<file path="src/rtl/writeback_stage.sv">
// Writeback (W) stage of the Y86-style pipeline: W pipeline register, register-file write
// ports, machine run/halt/fault status and the retired-instruction counter.
module writeback_stage #(
    parameter int unsigned DATA_WID = 32,
    parameter int unsigned ADDR_WID = 4,
    parameter int unsigned CNT_WID  = 32,
    parameter logic [ADDR_WID-1:0] RNONE = ADDR_WID'(4'hF)
) (
    input  logic                CLK,
    input  logic                RST,
    input  logic [2:0]          M_stat,
    input  logic [DATA_WID-1:0] M_valE,
    input  logic [DATA_WID-1:0] M_valM,
    input  logic [ADDR_WID-1:0] M_dstE,
    input  logic [ADDR_WID-1:0] M_dstM,
    input  logic                W_stall,
    input  logic                W_bubble,
    output logic [DATA_WID-1:0] valE,
    output logic [DATA_WID-1:0] valM,
    output logic [ADDR_WID-1:0] destE,
    output logic [ADDR_WID-1:0] destM,
    output logic [2:0]          W_stat,
    output logic                halted,
    output logic                fault,
    output logic [CNT_WID-1:0]  retired
);

    localparam logic [2:0] STAT_BUB = 3'd0;
    localparam logic [2:0] STAT_AOK = 3'd1;
    localparam logic [2:0] STAT_HLT = 3'd2;
    localparam logic [2:0] STAT_ADR = 3'd3;
    localparam logic [2:0] STAT_INS = 3'd4;

    typedef enum logic [1:0] {StRun, StHalted, StFault} wbState_e;

    wbState_e            stateQ, stateD;
    logic [2:0]          statQ, statD;
    logic [DATA_WID-1:0] valEQ, valED, valMQ, valMD;
    logic [ADDR_WID-1:0] dstEQ, dstED, dstMQ, dstMD;
    logic [CNT_WID-1:0]  retiredQ, retiredD;
    logic                writeEn;
    logic                retire;

    // W register next state: stall beats bubble beats load
    always_comb begin
        statD = statQ;
        valED = valEQ;
        valMD = valMQ;
        dstED = dstEQ;
        dstMD = dstMQ;
        if (!W_stall) begin
            if (W_bubble) begin
                statD = STAT_BUB;
                valED = '0;
                valMD = '0;
                dstED = RNONE;
                dstMD = RNONE;
            end else begin
                statD = M_stat;
                valED = M_valE;
                valMD = M_valM;
                dstED = M_dstE;
                dstMD = M_dstM;
            end
        end
    end

    always_comb begin
        stateD = stateQ;
        if (stateQ == StRun) begin
            unique case (statQ)
                STAT_HLT:           stateD = StHalted;
                STAT_ADR, STAT_INS: stateD = StFault;
                default:            stateD = StRun;
            endcase
        end
    end

    assign writeEn  = (stateQ == StRun) && (statQ == STAT_AOK);
    assign retire   = writeEn && !W_stall;
    assign retiredD = retire ? retiredQ + CNT_WID'(1) : retiredQ;

    always_ff @(posedge CLK or posedge RST) begin
        if (RST) begin
            stateQ   <= StRun;
            statQ    <= STAT_BUB;
            valEQ    <= '0;
            valMQ    <= '0;
            dstEQ    <= RNONE;
            dstMQ    <= RNONE;
            retiredQ <= '0;
        end else begin
            stateQ   <= stateD;
            statQ    <= statD;
            valEQ    <= valED;
            valMQ    <= valMD;
            dstEQ    <= dstED;
            dstMQ    <= dstMD;
            retiredQ <= retiredD;
        end
    end

    // Same destination on both ports: drop the E write so the memory value wins
    always_comb begin
        destE = RNONE;
        destM = RNONE;
        if (writeEn) begin
            destM = dstMQ;
            destE = (dstEQ == dstMQ && dstMQ != RNONE) ? RNONE : dstEQ;
        end
    end

    assign valE    = valEQ;
    assign valM    = valMQ;
    assign W_stat  = statQ;
    assign halted  = (stateQ == StHalted);
    assign fault   = (stateQ == StFault);
    assign retired = retiredQ;

endmodule

</file>
<file path="config.mk">
export PLATFORM = sky130hd
export DESIGN_NAME = writeback_stage
export DESIGN_NICKNAME = d
export VERILOG_FILES = /design/src/rtl/writeback_stage.sv
export SDC_FILE = /design/constraint.sdc
export NUM_CORES = 1
export LEC_CHECK = 0
export ABC_CLOCK_PERIOD_IN_PS = 4500
export CAP_MARGIN = 5
export CORE_ASPECT_RATIO = 1.75
export CORE_MARGIN = 3
export CORE_UTILIZATION = 44
export CTS_BUF_LIST = sky130_fd_sc_hd__clkbuf_8
export CTS_CLUSTER_SIZE = 8
export DETAILED_ROUTE_END_ITERATION = 16
export GPL_TIMING_DRIVEN = 1
export PLACE_DENSITY_LB_ADDON = 0.12
export SETUP_SLACK_MARGIN = 0.1
export SYNTH_ARGS = -nofsm -noshare
export SYNTH_HDL_FRONTEND = slang
export SYNTH_SLANG_ARGS = --single-unit
</file>
<file path="constraint.sdc">
create_clock -name CLK -period 4.5 [get_ports CLK]
set_input_delay 1.125 -clock CLK [delete_from_list [all_inputs] [get_ports CLK]]
set_output_delay 1.125 -clock CLK [all_outputs]
set_load 0.01 [all_outputs]
</file>
**Word level (Yosys, flattened, before mapping)**

Index checks and enable logic that the tools add are counted.

- Bits in registers: 109
- Bits of input ports: 79
- Output and inout port bits: 109
- Logic and storage cells: 31

- Add/subtract/negate cells: 1
- Equality and inequality tests: 8
- Multiplexer cells: 9
- Reduce and logical (&&, ||, !) cells: 6

Operators by type and width:

| kind | number |
|---|---|
| $mux W32 | 2 |
| $add A32 B1 Y32 const B | 1 |
| $mux W4 | 5 |
| $eq A3 B2 Y1 const B | 2 |
| $eq A4 B4 Y1 | 1 |
| $ne A4 B4 Y1 const B | 1 |
| $pmux W2 S2 | 1 |
| $eq A3 B1 Y1 const B | 1 |
| $eq A3 B3 Y1 const B | 1 |
| $logic_and A1 B1 Y1 | 3 |
| $mux W3 | 1 |
| $eq A2 B1 Y1 const B | 1 |
| $eq A2 B2 Y1 const B | 1 |
| $logic_not A2 Y1 | 1 |
| $reduce_or A2 Y1 | 1 |
| $logic_not A1 Y1 | 1 |

**Logic depth before layout (Yosys ltp)**

Gate-level depths: netlist (run 1).

- Word-level depth: 4
- Depth in mapped cells: 6
- Gate-level depth less buffers: 5

**Least setup slack after synthesis (run 1)**

OpenSTA, ideal clock, no wires.

- Path type: flip-flop to output port
- Start: register statQ[1], in the netlist W_stat[1]
- End: output destE[0]
- Data arrival time: 1.455 ns
- Path slack: 1.920 ns
- Cell stages (with the launch flop): 6
- Path buffers: 1
- Cells stage by stage: dfrtp_1 or3b_1 buf_4 nor2_1 o41ai_1 or2_2

- Word-level cells in the longest chain between the ends: 3

RTL lines:

| what | RTL line | text |
|---|---|---|
| start: declaration | 37 | `logic [2:0] statQ, statD;` |
| start signal: assignment | 94 | `statQ <= statD;` |
| $eq A3 B1 Y1 | 79 | `assign writeEn = (stateQ == StRun) && (statQ == STAT_AOK);` |
| $logic_and A1 B1 Y1 | 79 |  |
| $mux W4 | 107 | `if (writeEn) begin` |
| end: declaration | 20 | `output logic [ADDR_WID-1:0] destE,` |

No other way between the ends.

**Final worst setup path (run 1)**

- Start: register statQ[1], in the netlist W_stat[1]
- End: output destE[3]

Same word-level chain as after synthesis.

==> metrics.md, run 1 <==
| Metric | Value |
|---|---|
| Status | `finished clean` |
| HP Class | `reg2reg` |
| CP required | `3.38 ns` |
| Tmin final | `3.56 ns` |
| CTS H-tree depth | `3` |
| Drt drc | `0` |
| Clock sink count | `109` |
| Clk pwr share | `29.9%` |
| Synth Area in Compound Gates | `14.8%` |
| Hold Crit Start | `retired[31]` |
| Worst Max-Slew Pin Slew | `0.711 ns` |
| FF-to-FF End | `retired[28]` |
| First-pass GRT wire length | `19600 um` |
| Most used flip-flop cell after synthesis | `dfrtp_1` |
| Post-DP HPWL | `8990 um` |
| Vias | `3553` |
| Final Wtd Congestion | `0.776` |
| Post-CTS Setup Inserts | `0` |
| Post-synth cell types | `41` |
| Post-route antenna net violation count | `0` |
| Hold slack | `0.489 ns` |
| Port bufs | `187` |
| Seq/Total Area, Yosys | `61.6%` |
| Crit Path Max Fanout | `11` |
| Xor/xnor share of the synthesized area | `6.70%` |
| CTS Hold Buffers Added | `0` |
| Die height | `139 um` |
| Slew Limit Headroom | `52.6%` |
| Site row count | `47` |
| Switch share | `25.3%` |
| Worst setup EP type | `output pin` |
| R2R Path Start | `W_stat[1]` |
| Syn nets | `432` |
| Synthesized area | `4440 sq um` |
| Fin Setup TNS | `0 ns` |
| Die area | `11400 sq um` |
| End of the worst hold path | `retired[31]` |
| Lkg Pwr | `2.86 nW` |
| R2R depth | `4` |
| Worst-skew pair later-pin latency | `0.36 ns` |
| Root buf cell | `clkbuf_8` |
| DP Area | `6420 sq um` |
| 1st-iter DRT viols | `155` |
| Post-synthesis cell count | `352` |
| Hold path cells | `1` |
| Yosys warns | `0` |
| Final core utilization | `68.8%` |
| Total Wirelength | `12000 um` |
| Area growth, synth to finish | `49.4%` |
| CTS tree | `built` |
| Clk_skew | `0.00462 ns` |
| Initial Util | `46.1%` |
| Gate power share | `17.8%` |
| Fmax | `0.281 GHz` |
| Fillers | `750` |
| Period utilization | `79.1%` |
| Avg Inst Size Synth | `12.6 sq um` |
| Worst Path Arrival | `2.43 ns` |
| Final #Nets | `612` |
| Peak supply drop | `0.232 mV` |
| Initial antenna violation count | `0` |
| Largest net degree at the start of global routing | `69` |
| Int Power | `0.00158 W` |
| Main combinational cell family by area after synthesis | `compound AO/OA/AOI/OAI gates` |
| ANT cells | `0` |
| Pre-antenna DRT Iters | `4` |
| Crit path kind | `reg2out` |
| Post-synthesis adder-cell area fraction | `0.282%` |
| Post-DR wirelength/cell | `18.2 um` |
| Die span in x | `82.0 um` |
| All-Layer GR Usage | `22.5%` |
| Max-slew violations | `0` |
| Via/cell ratio | `5.39` |
| P_sw | `0.000536 W` |
| Post-Synth Simple-Gate Area | `14.2%` |
| FFs w/ async S/R, synth | `100%` |
| EDFF count, synth | `0` |
| Grt ovf | `0` |
| Worst R2R Setup Slack | `2.42 ns` |
| Startpoint types | `flip-flop` |
| Clk buf depth | `2` |
| Num CTS Buffers | `9` |
| Clock Pin Slew Worst Setup and Hold Paths | `0.10 ns` |
| RSZ-0062 raised after global routing | `false` |
| Count of final setup violators | `0` |
| Core Footprint | `9640 sq um` |
| Hold Vio Cnt, Final | `0` |
| Sequential Power Share | `52.3%` |
| Finished Cell Area | `6640 sq um` |
| Mux contribution to synthesized area | `0.253%` |
| Share of post-route cells with drive strength above 1 | `8.57%` |
| Post-CTS Resized | `0` |
| Cell area power density | `319 nW/um^2` |
| I/O pin count | `188` |
| MaxCap Viol Count | `0` |
| Vias in the first global route | `3837` |
| #FFs+latches synth | `109` |
-- synth_stat cells (5+ instances only) --
| cell type | count | share of area [%] |
|---|---|---|
| a22o_1 | 66 | 13 |
| xnor2_1 | 21 | 4.1 |
| dfrtp_1 | 101 | 57 |
| o21ai_0 | 9 | 1.0 |
| or2_2 | 5 | 0.70 |
| nand4_1 | 13 | 1.8 |
| nor3_1 | 5 | 0.56 |
| nand2_1 | 22 | 1.9 |
| nor2_1 | 15 | 1.3 |
| nand3_1 | 9 | 1.0 |
| xor2_1 | 13 | 2.6 |
| dfstp_2 | 8 | 4.7 |
| clkbuf_1 | 17 | 1.4 |
-- power by group through the flow --
stage	Combinational (W)	Clock (W)	Sequential, W
6_report	0.000378	0.000634	0.00111
3_5_place_dp	0.000383	0	0.00113
2_1_floorplan	0.000124	0	0.00114
5_1_grt	0.000409	0.000692	0.00112
4_1_cts	0.000384	0.000658	0.00111
3_3_place_gp	0.000375	0	0.00112
-- worst max-delay path by stage --
stage,from,endpoint,slack (ns),depth (start not counted)
floorplan,RST,W_stat[0],0.51,1
global placement,W_stat[1],destE[0],1.40,5
detailed placement,W_stat[1],destE[3],1.33,5
CTS,W_stat[1],destE[3],0.92,5
global route,W_stat[1],destE[3],0.85,5
finish,W_stat[1],destE[3],0.94,5
-- cell type report --
cell class	instances	area, sq um	area share [%]
clock buffer	12	165	2.49
clock inverter	4	55.1	0.829
inverter	2	10.0	0.151
multi-input combinational	220	1620	24.3
sequential	109	2740	41.2
tap	122	153	2.30
timing repair buffer	190	1900	28.7
-- critical path: stages (launching register included) --
cell	delay, ns
dfrtp_1	0.43
or3b_1	0.57
nor2_1	0.16
o41ai_1	0.14
or2_2	0.29
clkdlybuf4s50_1	0.49
-- stage by stage --
stage / worst slack (ns) / std cells / power (W)
after floorplan: 0.514 / 352 / 0.00127
after global placement: 1.40 / 643 / 0.00150
after detailed placement: 1.33 / 643 / 0.00151
after CTS: 0.919 / 659 / 0.00215
after global routing: 0.852 / 659 / 0.00222
final: 0.941 / 659 / 0.00212
-- kinds of logic (layout without fill, tap and decap cells) --
| logic type | count (synthesis) | count (layout) |
|---|---|---|
| AO/OA/AOI/OAI | 80 | 80 |
| XOR/XNOR | 34 | 34 |
| adder cells (fa/ha/maj) | 1 | 1 |
| buffers and inverters | 23 | 208 |
| flip-flops | 109 | 109 |
| multiplexers | 1 | 1 |
| AND/OR/NAND/NOR | 104 | 104 |
-- layout by cell type, fill, tap and decap left out, types with 5 or more instances in the layout --
cell type	instances
a22o_1	66
dfrtp_1	101
nand4_1	13
or2_2	5
dfstp_2	8
o21ai_0	9
nand3_1	9
clkdlybuf4s50_1	186
nor2_1	14
nor3_1	5
xor2_1	13
nand2_1	22
xnor2_1	21
clkbuf_8	12
-- flip-flops by register name (all words and copies together), names as in the netlist --
| register | cells |
|---|---|
| valE | 32 |
| dstEQ | 4 |
| retired | 32 |
| valM | 32 |
| stateQ | 2 |
| W_stat | 3 |
| dstMQ | 4 |
-- per-layer routing --
layer	global-route usage [%]	up-vias	share of wire, %
met5	0	-	0
met4	11.9	0	4.0
met3	6.57	27	8.0
met2	38.0	151	53
met1	24.6	1737	35
li1	-	1638	-
No activity file was read; power rests on OpenSTA's default activity.
==> run 2: changes to the inputs <==
--- a/config.mk
+++ b/config.mk
@@ -5,7 +5,7 @@
 export SDC_FILE = /design/constraint.sdc
 export NUM_CORES = 1
 export LEC_CHECK = 0
-export ABC_CLOCK_PERIOD_IN_PS = 4500
+export ABC_CLOCK_PERIOD_IN_PS = 3550
 export CAP_MARGIN = 5
 export CORE_ASPECT_RATIO = 1.75
 export CORE_MARGIN = 3
==> constraint.sdc (replaced) <==
create_clock -name CLK -period 3.55 [get_ports CLK]
set_input_delay 0.8875 -clock CLK [delete_from_list [all_inputs] [get_ports CLK]]
set_output_delay 0.8875 -clock CLK [all_outputs]
set_load 0.01 [all_outputs]
==> metrics.md, run 2 (synthesis results as in run 1) <==
| Metric | Value |
|---|---|
| Post-route antenna net violation count | `0 (unchanged)` |
| CP required | `2.66 ns (was 3.38 ns)` |
| HP Class | `reg2reg (unchanged)` |
| Fin Setup TNS | `0 ns (unchanged)` |
| Period utilization | `92.8%` |
| Worst path cell trace | `or3b_1, nor2_1, o41ai_1, or2_2, clkdlybuf4s50_1 (unchanged)` |
| Initial antenna violation count | `0 (unchanged)` |
| Post-CTS Resized | `0 (unchanged)` |
| Port bufs | `187 (unchanged)` |
| Post-DP HPWL | `8730 um (was 8990 um)` |
| Share of post-route cells with drive strength above 1 | `8.55% (was 8.57%)` |
| Cell area power density | `389 nW/um^2 (was 319 nW/um^2)` |
| MaxCap Viol Count | `0 (unchanged)` |
| Critical path depth | `5 (unchanged)` |
| CP Buf/Inv Count | `1 (unchanged)` |
| Slowest cell on crit path | `or3b_1 (unchanged)` |
| Commonest non-fill, non-tap cell in the layout | `clkdlybuf4s50_1 (unchanged)` |
| Initial Util | `46.1% (unchanged)` |
| Hold Vio Cnt, Final | `0 (unchanged)` |
| Root buf cell | `clkbuf_8 (unchanged)` |
| Total Wirelength | `11800 um (was 12000 um)` |
| Worst-skew pair later-pin latency | `0.36 ns (about the same)` |
| Vias in the first global route | `3732 (was 3837)` |
| Worst Max-Slew Pin Slew | `0.882 ns (was 0.711 ns)` |
| Vias | `3528 (was 3553)` |
| CTS H-tree depth | `3 (unchanged)` |
| Clock Pin Slew Worst Setup and Hold Paths | `0.10 ns (about the same)` |
| Fmax | `0.303 GHz` |
| Finished Cell Area | `6620 sq um (was 6640 sq um)` |
| Die height | `139 um (unchanged)` |
| Status | `finished clean (unchanged)` |
| ANT cells | `0 (unchanged)` |
| I/O pin count | `188 (unchanged)` |
| Die span in x | `82.0 um (unchanged)` |
| 1st-iter DRT viols | `126 (was 155)` |
| Fillers | `768 (was 750)` |
| Crit path kind | `reg2out (unchanged)` |
| Critical path endpoint | `destE[1] (was destE[3])` |
| Pre-antenna DRT Iters | `4 (unchanged)` |
| Most frequent cells in the layout | `clkdlybuf4s50_1, dfrtp_1, a22o_1 (unchanged)` |
| CTS Hold Buffers Added | `0 (unchanged)` |
| Post-DR wirelength/cell | `17.8 um (was 18.2 um)` |
| Post-CTS Setup Inserts | `0 (unchanged)` |
| Worst Path Arrival | `2.41 ns (was 2.43 ns)` |
| R2R depth | `4 (unchanged)` |
| First-pass GRT wire length | `19200 um (was 19600 um)` |
| All-Layer GR Usage | `21.8% (was 22.5%)` |
| Core Footprint | `9640 sq um (unchanged)` |
| Startpoint types | `flip-flop (unchanged)` |
| Worst stage delay on the critical path | `0.54 ns (was 0.57 ns)` |
| Area growth, synth to finish | `48.9% (was 49.4%)` |
| Grt ovf | `0 (unchanged)` |
| Crit Path Max Fanout | `11 (unchanged)` |
| Count of final setup violators | `0 (unchanged)` |
| Clock sink count | `109 (unchanged)` |
| RSZ-0062 raised after global routing | `false (unchanged)` |
| Largest net degree at the start of global routing | `87 (was 69)` |
| DP Area | `6440 sq um (was 6420 sq um)` |
| Slew Limit Headroom | `41.2% (was 52.6%)` |
| Critical path origin | `W_stat[0] (was W_stat[1])` |
| Final #Nets | `613 (was 612)` |
| Clk buf depth | `2 (unchanged)` |
| Max-slew violations | `0 (unchanged)` |
| Via/cell ratio | `5.35 (was 5.39)` |
| Peak supply drop | `0.300 mV (was 0.232 mV)` |
| Drt drc | `0 (unchanged)` |
| Site row count | `47 (unchanged)` |
| Num CTS Buffers | `9 (unchanged)` |
| Tmin final | `3.30 ns` |
| Final Wtd Congestion | `0.776 (about the same)` |
| FF-to-FF End | `retired[6] (was retired[28])` |
| Largest delay share family, worst path | `simple AND/OR/NAND/NOR gates (unchanged)` |
| Worst R2R Setup Slack | `1.50 ns (was 2.42 ns)` |
| Clk_skew | `0.00818 ns (was 0.00462 ns)` |
| CTS tree | `built (unchanged)` |
| Die area | `11400 sq um (unchanged)` |
| R2R Path Start | `W_stat[0] (was W_stat[1])` |
| Worst setup EP type | `output pin (unchanged)` |
| Lkg Pwr | `2.86 nW (about the same)` |
[run 2: cell count changes in the layout (fill, tap and decap cells not counted), sizes merged]
cell	before	now
bufinv	1	0
clkinv	2	3
clkbuf	12	11
buf	4	5
clkinvlp	1	2
[run 2: worst min path at each step]
| stage | slack, ns | end | startpoint | cells past startpoint |
|---|---|---|---|---|
| after floorplan | 0.47 | dstMQ[0] | dstMQ[0] | 2 |
| after global placement | 0.46 | retired[31] | retired[31] | 1 |
| after detailed placement | 0.49 | dstMQ[0] | dstMQ[0] | 2 |
| after CTS | 0.50 | dstMQ[0] | dstMQ[0] | 2 |
| after global routing | 0.53 | retired[16] | retired[16] | 1 |
| final | 0.50 | retired[22] | retired[22] | 1 |
[run 2: cell type report]
class / count / area, sq um / share of cell area, %
clock buffer: 11 / 151 / 2.29
clock inverter: 5 / 26.3 / 0.397
inverter: 2 / 11.3 / 0.170
multi-input combinational: 220 / 1620 / 24.4
sequential: 109 / 2740 / 41.4
tap: 122 / 153 / 2.31
timing repair buffer: 191 / 1920 / 29.0
[run 2: metal layers]
layer,track usage [%],vias to the layer above,part of all wire (%),wire [um]
li1,-,1641,-,-
met1,24.8,1727,37,4390
met2,37.4,145,53,6220
met3,6.37,15,7.8,919
met4,8.58,0,2.1,246
met5,0,-,0,0
[run 2: report_power, final]
group	leakage, nW	switching, W	internal (W)
Clock	0.0963	0.000399	0.000288
Sequential	1.42	0.0000701	0.00133
Combinational	1.34	0.000190	0.000289
Total	2.86	0.000659	0.00191
[run 2: stage by stage]
stage          hold WS [ns]  util [%]  power [W]  setup WS, ns  instances
3_3_place_gp          0.461      66.8    0.00190         0.694        644
3_5_place_dp          0.490      66.8    0.00191         0.652        644
6_report              0.499      68.6    0.00257         0.254        660
4_1_cts               0.503      68.6    0.00261         0.208        660
2_1_floorplan         0.467         -    0.00161          1.21        352
5_1_grt               0.531      68.6    0.00269         0.145        660
